### config.mk
export PLATFORM = sky130hd
export DESIGN_NAME = usb_in_packetizer
export DESIGN_NICKNAME = d
export VERILOG_FILES = /design/src/rtl/usb_pkg.sv /design/src/rtl/usb_pkt_buf.sv /design/src/rtl/usb_in_packetizer.sv
export SDC_FILE = /design/constraint.sdc
export NUM_CORES = 1
export LEC_CHECK = 0
export ABC_AREA = 1
export BUFFER_PORTS_ARGS = -buffer_cell sky130_fd_sc_hd__clkbuf_2
export CORE_MARGIN = 3
export CORE_UTILIZATION = 40
export CTS_CLUSTER_SIZE = 8
export DETAILED_ROUTE_END_ITERATION = 8
export SYNTH_ARGS = -nofsm -noshare
export SYNTH_HDL_FRONTEND = slang
export SYNTH_SLANG_ARGS = --single-unit
### constraint.sdc
create_clock -name clk -period 5.14 [get_ports clk]
set_input_delay 0.257 -clock clk [delete_from_list [all_inputs] [get_ports clk]]
set_output_delay 0.257 -clock clk [all_outputs]
set_load 0.02 [all_outputs]
### src/rtl/usb_pkg.sv
// Shared definitions for the USB IN-endpoint packetizer: handshake codes,
// packetizer state encoding, default packet size and a width helper.
package usb_pkg;

    localparam logic [1:0] HS_ACK   = 2'b00;
    localparam logic [1:0] HS_NONE  = 2'b01;
    localparam logic [1:0] HS_NAK   = 2'b10;
    localparam logic [1:0] HS_STALL = 2'b11;

    localparam int unsigned MAX_PKT_DEFAULT = 64;

    typedef enum logic [1:0] {
        ST_FILL     = 2'd0,
        ST_ARMED    = 2'd1,
        ST_SEND     = 2'd2,
        ST_WAIT_END = 2'd3
    } pkt_state_e;

    function automatic int unsigned clog2(input int unsigned value);
        int unsigned result;
        result = 0;
        for (int unsigned p = 1; p < value; p = p << 1) begin
            result++;
        end
        return result;
    endfunction

endpackage

### src/rtl/usb_pkt_buf.sv
// Packet buffer: DEPTH x 8 simple dual-port RAM, synchronous write and
// registered read whose output register is cleared on reset.
module usb_pkt_buf #(
    parameter int unsigned DEPTH = 64,
    parameter int unsigned AW    = 6
) (
    input  logic          clk,
    input  logic          rst_ni,
    input  logic          clr_i,
    input  logic          wr_en_i,
    input  logic [AW-1:0] wr_addr_i,
    input  logic [7:0]    wr_data_i,
    input  logic          rd_en_i,
    input  logic [AW-1:0] rd_addr_i,
    output logic [7:0]    rd_data_o
);

    logic [7:0] mem_q [DEPTH];
    logic [7:0] rd_data_q;

    always_ff @(posedge clk) begin
        if (wr_en_i) begin
            mem_q[wr_addr_i] <= wr_data_i;
        end
    end

    always_ff @(posedge clk or negedge rst_ni) begin
        if (!rst_ni) begin
            rd_data_q <= '0;
        end else if (clr_i) begin
            rd_data_q <= '0;
        end else if (rd_en_i) begin
            rd_data_q <= mem_q[rd_addr_i];
        end
    end

    assign rd_data_o = rd_data_q;

endmodule

### src/rtl/usb_in_packetizer.sv
// IN-endpoint packetizer: packs a byte stream into IN packets, answers IN
// tokens for one endpoint and replays unacknowledged packets unchanged.
module usb_in_packetizer
    import usb_pkg::*;
#(
    parameter int unsigned EP_NUM       = 1,
    parameter int unsigned MAX_PKT      = MAX_PKT_DEFAULT,
    parameter int unsigned IDLE_TIMEOUT = 4800
) (
    input  logic       clk,
    input  logic       rst,
    input  logic       usb_rst,
    input  logic       transaction_active,
    input  logic [3:0] endpoint,
    input  logic       direction_in,
    input  logic       setup,
    input  logic       success,
    input  logic       data_strobe,
    output logic [7:0] data_in,
    output logic       data_in_valid,
    output logic       data_toggle,
    output logic [1:0] handshake,
    output logic       ep_sel,
    input  logic [7:0] src_data,
    input  logic       src_valid,
    output logic       src_ready,
    input  logic       flush,
    input  logic       stall,
    input  logic       clear_toggle
);

    localparam int unsigned AW = clog2(MAX_PKT);
    localparam int unsigned LW = AW + 1;
    localparam int unsigned IW = clog2(IDLE_TIMEOUT + 1);
    localparam logic [LW-1:0] MAX_LEN  = LW'(MAX_PKT);
    localparam logic [IW-1:0] IDLE_MAX = IW'(IDLE_TIMEOUT);

    pkt_state_e    state_q, state_d;
    logic [LW-1:0] pkt_len_q, pkt_len_d;
    logic [LW-1:0] rd_idx_q, rd_idx_d;
    logic [IW-1:0] idle_cnt_q, idle_cnt_d;
    logic          ta_q, seen_q, seen_d;
    logic          ep_sel_q, ep_sel_d;
    logic [1:0]    hs_q, hs_d;
    logic          valid_q, valid_d;
    logic          toggle_q, toggle_d;
    logic          src_ready_q, src_ready_d;

    logic          accept, tx_start, buf_wr_en, buf_rd_en;
    logic [AW-1:0] buf_rd_addr;
    logic [LW-1:0] next_idx;
    logic [7:0]    buf_rd_data;

    assign accept   = src_valid & src_ready_q;
    assign tx_start = transaction_active & ~ta_q & (endpoint == 4'(EP_NUM))
                    & direction_in & ~setup;
    assign next_idx = rd_idx_q + 1'b1;

    always_comb begin
        state_d     = state_q;
        pkt_len_d   = pkt_len_q;
        rd_idx_d    = rd_idx_q;
        idle_cnt_d  = idle_cnt_q;
        seen_d      = seen_q;
        ep_sel_d    = ep_sel_q;
        hs_d        = hs_q;
        valid_d     = valid_q;
        toggle_d    = toggle_q;
        buf_wr_en   = 1'b0;
        buf_rd_en   = 1'b0;
        buf_rd_addr = rd_idx_q[AW-1:0];

        if (state_q == ST_FILL) begin
            if (accept) begin
                buf_wr_en  = 1'b1;
                pkt_len_d  = pkt_len_q + 1'b1;
                idle_cnt_d = '0;
            end else if (idle_cnt_q != IDLE_MAX) begin
                idle_cnt_d = idle_cnt_q + 1'b1;
            end
            if (pkt_len_d == MAX_LEN || flush ||
                (pkt_len_q != '0 && idle_cnt_q == IDLE_MAX)) begin
                state_d = ST_ARMED;
            end
        end

        if (tx_start) begin
            ep_sel_d = 1'b1;
            seen_d   = success;
            if (stall) begin
                hs_d = HS_STALL;
            end else if (state_q == ST_ARMED) begin
                hs_d        = HS_ACK;
                state_d     = ST_SEND;
                rd_idx_d    = '0;
                buf_rd_en   = 1'b1;
                buf_rd_addr = '0;
                valid_d     = (pkt_len_q != '0);
            end else begin
                hs_d = HS_NAK;
            end
        end else if (ep_sel_q) begin
            if (transaction_active) begin
                if (success) begin
                    seen_d = 1'b1;
                end
                if (state_q == ST_SEND) begin
                    if (!valid_q) begin
                        state_d = ST_WAIT_END;
                    end else if (data_strobe) begin
                        // Prefetch the following byte so it is on data_in one cycle later.
                        rd_idx_d    = next_idx;
                        buf_rd_en   = (next_idx != pkt_len_q);
                        buf_rd_addr = next_idx[AW-1:0];
                        valid_d     = (next_idx != pkt_len_q);
                        if (next_idx == pkt_len_q) begin
                            state_d = ST_WAIT_END;
                        end
                    end
                end
            end else begin
                ep_sel_d = 1'b0;
                hs_d     = HS_NONE;
                valid_d  = 1'b0;
                if (state_q == ST_SEND || state_q == ST_WAIT_END) begin
                    if (seen_q) begin
                        toggle_d   = ~toggle_q;
                        pkt_len_d  = '0;
                        idle_cnt_d = '0;
                        state_d    = ST_FILL;
                    end else begin
                        state_d = ST_ARMED;
                    end
                end
            end
        end

        if (clear_toggle) begin
            toggle_d = 1'b0;
        end
        src_ready_d = (state_d == ST_FILL) && (pkt_len_d < MAX_LEN);
    end

    always_ff @(posedge clk or negedge rst) begin
        if (!rst) begin
            state_q     <= ST_FILL;
            pkt_len_q   <= '0;
            rd_idx_q    <= '0;
            idle_cnt_q  <= '0;
            ta_q        <= 1'b0;
            seen_q      <= 1'b0;
            ep_sel_q    <= 1'b0;
            hs_q        <= HS_NONE;
            valid_q     <= 1'b0;
            toggle_q    <= 1'b0;
            src_ready_q <= 1'b0;
        end else if (usb_rst) begin
            state_q     <= ST_FILL;
            pkt_len_q   <= '0;
            rd_idx_q    <= '0;
            idle_cnt_q  <= '0;
            ta_q        <= 1'b0;
            seen_q      <= 1'b0;
            ep_sel_q    <= 1'b0;
            hs_q        <= HS_NONE;
            valid_q     <= 1'b0;
            toggle_q    <= 1'b0;
            src_ready_q <= 1'b0;
        end else begin
            state_q     <= state_d;
            pkt_len_q   <= pkt_len_d;
            rd_idx_q    <= rd_idx_d;
            idle_cnt_q  <= idle_cnt_d;
            ta_q        <= transaction_active;
            seen_q      <= seen_d;
            ep_sel_q    <= ep_sel_d;
            hs_q        <= hs_d;
            valid_q     <= valid_d;
            toggle_q    <= toggle_d;
            src_ready_q <= src_ready_d;
        end
    end

    usb_pkt_buf #(
        .DEPTH (MAX_PKT),
        .AW    (AW)
    ) u_buf (
        .clk       (clk),
        .rst_ni    (rst),
        .clr_i     (usb_rst),
        .wr_en_i   (buf_wr_en),
        .wr_addr_i (pkt_len_q[AW-1:0]),
        .wr_data_i (src_data),
        .rd_en_i   (buf_rd_en),
        .rd_addr_i (buf_rd_addr),
        .rd_data_o (buf_rd_data)
    );

    assign data_in       = buf_rd_data;
    assign data_in_valid = valid_q;
    assign data_toggle   = toggle_q;
    assign handshake     = hs_q;
    assign ep_sel        = ep_sel_q;
    assign src_ready     = src_ready_q;

endmodule

==> reports/metrics.cfg, run 1 <==
[power]
p_int_uw = 8110
p_switching_uw = 2700
peakVddDrop_mv = 0.239
combPwrFrac_pct = 9.9
pwr-share-seq_pct = 46.5
leakagePower_uw = 0.00949
p_sw_share_pct = 25.0
p_per_area_mw_per_mm2 = 403
clkPwrFrac_pct = 43.6

[critical_path]
worst_path_most_repeated_cell = nand3_1
r2r_slack_ns = 1.45
cp_data_arrival_time_ns = 4.23
crit_chain = inv_2, nand2_1, nor2_1, nand3_2, nand2_1, nand2_8, nand2_8, buf_12, nand2_1, nand3_1, nand3_1, nand3_1, nand3_1, nand3_1, nand3_1, nand2_1
cp.required_ns = 5.68
cp_max_fo = 162
cp_num_cells = 16
critPathBufInv = 2
reg2reg_depth = 16
start_kind = register
r2r_start = state_q[1]$_DFF_PN0_
worstReg2RegEnd = u_buf.rd_data_o[7]$_DFFE_PN0P_
cpLargestDelayFamily = simple AND/OR/NAND/NOR gates
critPathKind = register to register
crit_end = u_buf.rd_data_o[7]$_DFFE_PN0P_
cp-startpoint = state_q[1]$_DFF_PN0_
cp_slowest_stage_delay_ns = 0.51
cp-end-kind = register
crit_slowest_cell = buf_12

[synth]
yosysTopAreaCell = edfxtp_1
yosysSeqAreaShare_pct = 69.1
ys.flop_type = edfxtp_1
synth_nets = 2148
netlist.area_leader.share_pct = 64.4
async_reset_ff_share_pct = 8.08
synth-edff-count = 512
synth_cell_types = 37
postSynthAreaPerCell_um2 = 11.3
synth_warnings = 0
synth.area.top_cells = edfxtp_1, nand3_1, nand2_1
syn_area_mm2 = 0.0239
syn_inst = 2119
ys_ff_latch = 557

[clock_tree]
clkTransAtPathRegs_ns = 0.05
cts_tree = done
root_buffer = clkbuf_16
numCtsBuffers = 79
htree_levels = 3
clock_sinks = 557
ctsResizeCount = 0
worstSkewPairLatency_ns = 0.60
clockBufferDepth = 3

[route]
avgViaCountPerCell = 5.70
drtIter0Drc = 1836
route.met2.wl_mm = 28.8
route.detailed.drc = 0
wl_per_cell_um = 21.6
vias = 16700
routed_wl_mm = 63.3
antenna_left = 0
routed.top_layer = met4
drt-met1-wl_mm = 27.7
drt_pre_antenna_iters = 6
wl_met3_mm = 4.94

[floorplanning]
fp.dieW_um = 250
core-area_mm2 = 0.0584
start_util_pct = 40.9
die_h_um = 250
floorplan.die_area_mm2 = 0.0627
ios = 38
rows = 88

[job]
max_cap_viol_count = 0

[grt]
overflow = 0
grt_max_degree = 163
grt_first_pass_wirelength_mm = 97.2
antenna_found_initial = 0
grt_pass1_vias = 16200
grtUsageTotal_pct = 20.0

[sta]
tightest_slew_ns = 1.28
finalHoldViolCount = 0
max_clock_freq_mhz = 271
period_share_pct = 71.7
rsz0062_at_grt = no
tns_ns = 0
finalSetupViolCount = 0
slew_viol_final = 0
relSlewSlack_pct = 14.4
clock_skew_ns = 0.0172
fin_crit_ns = 3.69

[place]
hpwl_mm = 35.4
gp_congestion = 0.879
placed_area_mm2 = 0.0246
placedCellCount = 2811
port-buffer-count = 37

[layout]
final_cell_mix = nand3_1, edfxtp_1, nand2_1
final_area_mm2 = 0.0268
utilization_pct = 45.9
nets = 2162
n_antenna_cell = 0
drive_gt1_share_pct = 8.12
final_common_cell = nand3_1
final_cells = 2933
num-fill-cells = 5364
syn_to_final_growth_pct = 12.2

[worst_hold_path]
hold_class = primary input to register

[status]
outcome = completed

[layer usage]
layer | vias up | track usage (%)
met5 | - | 0
met4 | 0 | 6.87
met3 | 124 | 4.37
met2 | 686 | 30.4
met1 | 8268 | 28.5
li1 | 7629 | -
[area by class of cell]
| type | count | area, um^2 | area share (%) |
|---|---|---|---|
| Timing Repair Buffer | 68 | 495 | 1.85 |
| Clock inverter | 7 | 86.3 | 0.322 |
| Clock buffer | 109 | 2110 | 7.87 |
| Inverter | 67 | 254 | 0.947 |
| Sequential cell | 557 | 16500 | 61.6 |
| Multi-Input combinational cell | 1360 | 6400 | 23.9 |
| Tap cell | 765 | 957 | 3.57 |
[tightest hold or removal path, stage by stage]
cell and delay [ns]:
clkbuf_2 0.09, inv_1 0.04, o21ai_0 0.11, o21ai_0 0.15, nand2_1 0.06, nand2_1 0.05
[timing repair]
action | CTS | global route
buffers inserted | 0 | 0
hold buffers | 6 | 0
endpoints found under the hold margin | 51 | 0
[Yosys cell counts, types with 5 or more instances]
library cell and number:
a21oi_1 19, buf_2 87, buf_4 21, buf_6 11, clkbuf_1 15, dfrtp_1 44, edfxtp_1 512, ha_1 5
inv_1 57, inv_2 9, nand2_1 389, nand3_1 741, nor2_1 116, nor3_1 17, nor4_1 6, o21ai_0 26
xor2_1 9
[how the worst min path moves through the flow]
stage	endpoint	start	slack (ns)	depth (start not counted)
5_1_grt	data_in_valid$_DFFE_PN0P_	data_strobe	0.24	6
2_1_floorplan	data_in_valid$_DFFE_PN0P_	rst	-0.04	0
4_1_cts	src_ready$_DFF_PN0_	flush	0.15	8
3_5_place_dp	idle_cnt_q[6]$_DFF_PN0_	rst	0.41	2
6_report	data_in_valid$_DFFE_PN0P_	data_strobe	0.20	6
3_3_place_gp	idle_cnt_q[6]$_DFF_PN0_	rst	0.40	2
[through the flow]
step	hold WS [ns]	power, uW	setup WS [ns]
6_report	0.196	10800	1.45
5_1_grt	0.238	11200	1.20
4_1_cts	0.154	10900	1.52
3_5_place_dp	0.408	6170	1.54
3_3_place_gp	0.396	6170	1.61
2_1_floorplan	-0.0386	5810	2.89
[flip-flops by register name, summed over array words and instances (netlist names)]
name and count:
u_buf.mem_q 512, data_in_valid 1, seen_q 1, ep_sel 1, u_buf.rd_data_o 8, pkt_len_q 7, ta_q 1, idle_cnt_q 13
state_q 2, rd_idx_q 7, data_toggle 1, src_ready 1, handshake 2
[logic make-up (layout without fill, tap and decap cells)]
kind of cell               after synthesis  in the layout  synth area share, %
and+or+nand+nor                       1283           1283                 24.4
buffers and inverters                  202            251                 4.35
muxes                                    2              2               0.0943
xor gates and xnor gates                10             10                0.367
adders and majority gates                5              5                0.262
AOI/OAI and AO/OA                       60             60                 1.41
DFF                                    557            557                 69.1
[power groups by stage]
stage | sequential, uW | clock, uW | combinational (uW)
4_1_cts | 5020 | 4790 | 1070
5_1_grt | 5020 | 4990 | 1190
6_report | 5030 | 4710 | 1070
3_5_place_dp | 5110 | 0 | 1070
2_1_floorplan | 5100 | 0 | 707
3_3_place_gp | 5110 | 0 | 1060
Power figures use the tool's default switching activity.
==> run 2, diff against run 1 <==
- clock period: 5.14 -> 3.8 ns (I/O delays scaled with it)
==> run 2 against run 1 <==
Compared with the run above:
- sequential power grew 35%
- global-route usage grew 1.2 points
- clock skew grew 0.0082 ns
- critical path type unchanged
- largest cell class unchanged
==> reports/metrics.cfg, run 2 (synthesized netlist as in run 1, its figures left out) <==
[status]
outcome = completed

[power]
p_per_area_mw_per_mm2 = 546
p_sw_share_pct = 24.5
leakagePower_uw = 0.00964
pwr-share-seq_pct = 46.0
p_int_uw = 11200
peakVddDrop_mv = 0.333
p_switching_uw = 3630
combPwrFrac_pct = 10.1
clkPwrFrac_pct = 43.9

[clock_tree]
htree_levels = 3
root_buffer = clkbuf_16
clkTransAtPathRegs_ns = 0.04
clock_sinks = 557
clockBufferDepth = 3
postCtsSetupRepairBufs = 0
ctsResizeCount = 0
cts_tree = done
worstSkewPairLatency_ns = 0.61
numCtsBuffers = 79

[route]
drt_pre_antenna_iters = 5
vias = 16900
drtIter0Drc = 1761
wl_per_cell_um = 22.5
route.detailed.drc = 0
routed_wl_mm = 66.6
avgViaCountPerCell = 5.71
antenna_left = 0

[critical_path]
critPathKind = register to register
cp_max_fo = 11
reg2reg_depth = 8
cp_data_arrival_time_ns = 3.42
start_kind = register
cp.required_ns = 4.03
cp-end-kind = register

[sta]
tns_ns = 0
fin_ws_ns = 0.604
clock_skew_ns = 0.0254
rsz0062_at_grt = no
tightest_slew_ns = 1.05
fin_crit_ns = 3.20
whs_ns = 0.128
period_share_pct = 84.1
relSlewSlack_pct = 29.9
finalHoldViolCount = 0
slew_viol_final = 0
max_clock_freq_mhz = 313
finalSetupViolCount = 0

[grt]
overflow = 0
grt_max_degree = 209
antenna_found_initial = 0
grt_first_pass_wirelength_mm = 102
grt_pass1_vias = 16500
grtUsageTotal_pct = 21.2

[floorplanning]
die_h_um = 250
start_util_pct = 40.9
core-area_mm2 = 0.0584
floorplan.die_area_mm2 = 0.0627
fp.dieW_um = 250
ios = 38
rows = 88

[place]
port-buffer-count = 37
gp_congestion = 0.851
placed_area_mm2 = 0.0247
hpwl_mm = 38.2
detailedPlace.worstSlack_ns = 0.658

[job]
max_cap_viol_count = 0

[layout]
nets = 2179
top_register = u_buf.mem_q
multi_input_area_mm2 = 0.00640
num-fill-cells = 5306
seq_area_mm2 = 0.0165
largest_reg_flops = 512
syn_to_final_growth_pct = 13.3
drive_gt1_share_pct = 8.67
final_cell_mix = nand3_1, edfxtp_1, nand2_1
final_common_cell = nand3_1
final_area_mm2 = 0.0271

[worst_hold_path]
hold_class = primary input to register
whs_path_depth = 8

[run 2: cell count changes in the layout (fill, tap and decap cells not counted), moves of 2 or more]
cell	change
clkbuf_1	+6
inv_16	-2
dlygate4sd3_1	+4
buf_4	+9
clkbuf_16	+4
inv_6	-2
buf_12	+4
[run 2: timing repair]
| item | in CTS | in global routing |
|---|---|---|
| hold endpoints to repair | 58 | 0 |
| endpoints found under the setup margin | 0 | 0 |
| hold buffers | 10 | 0 |
[run 2: layout make-up]
class | instances | share of cell area [%]
clock buffers | 120 | 8.30
diodes | 1 | 0.00924
well taps | 765 | 3.54
inverters | 67 | 0.938
repair buffers | 85 | 2.52
clock inverters | 2 | 0.0924
flip-flops and latches | 557 | 60.9
multi-input cells | 1360 | 23.7
[run 2: worst paths after layout]
check / start / slack [ns] / end
max reg2reg: state_q[0]$_DFF_PN0_ / 0.60 / u_buf.mem_q[21][4]$_DFFE_PP_
min reg2reg: idle_cnt_q[2]$_DFF_PN0_ / 0.51 / idle_cnt_q[2]$_DFF_PN0_
min in group asynchronous: rst / 0.24 / idle_cnt_q[5]$_DFF_PN0_
max: state_q[0]$_DFF_PN0_ / 0.60 / u_buf.mem_q[21][4]$_DFFE_PP_
max in group asynchronous: rst / 3.11 / rd_idx_q[3]$_DFFE_PN0P_
min: flush / 0.13 / src_ready$_DFF_PN0_
[run 2: power by group through the flow]
stage                     combinational, uW  sequential [uW]  clock (uW)
after global routing                   1650             6790        6830
after CTS                              1500             6790        6580
final                                  1500             6800        6490
after floorplan                         956             6900           0
after global placement                 1480             6910           0
after detailed placement               1490             6910           0
[run 2: metrics by stage]
stage	utilization (%)	power [uW]	cells
6_report	46.4	14800	2957
3_5_place_dp	42.3	8400	2824
3_3_place_gp	42.3	8390	2824
5_1_grt	46.4	15300	2956
4_1_cts	46.4	14900	2956
2_1_floorplan	-	7860	2119
[run 2: routing by layer]
metal / vias to the layer above / routed length [um] / share of wire, % / track usage (%)
li1: 7681 / - / - / -
met1: 8287 / 27500 / 41 / 29.5
met2: 806 / 31500 / 47 / 33.9
met3: 107 / 6010 / 9.0 / 4.12
met4: 0 / 1540 / 2.3 / 6.10
met5: - / 0 / 0 / 0
[run 2: critical path, cell delays in order, from the launching register on]
cell	delay, ns
dfrtp_1	0.42
nor2_1	0.12
buf_4	0.15
inv_1	0.14
nor2_1	0.19
inv_1	0.12
nor2_1	0.29
nand2_1	0.57
nor2_1	0.82
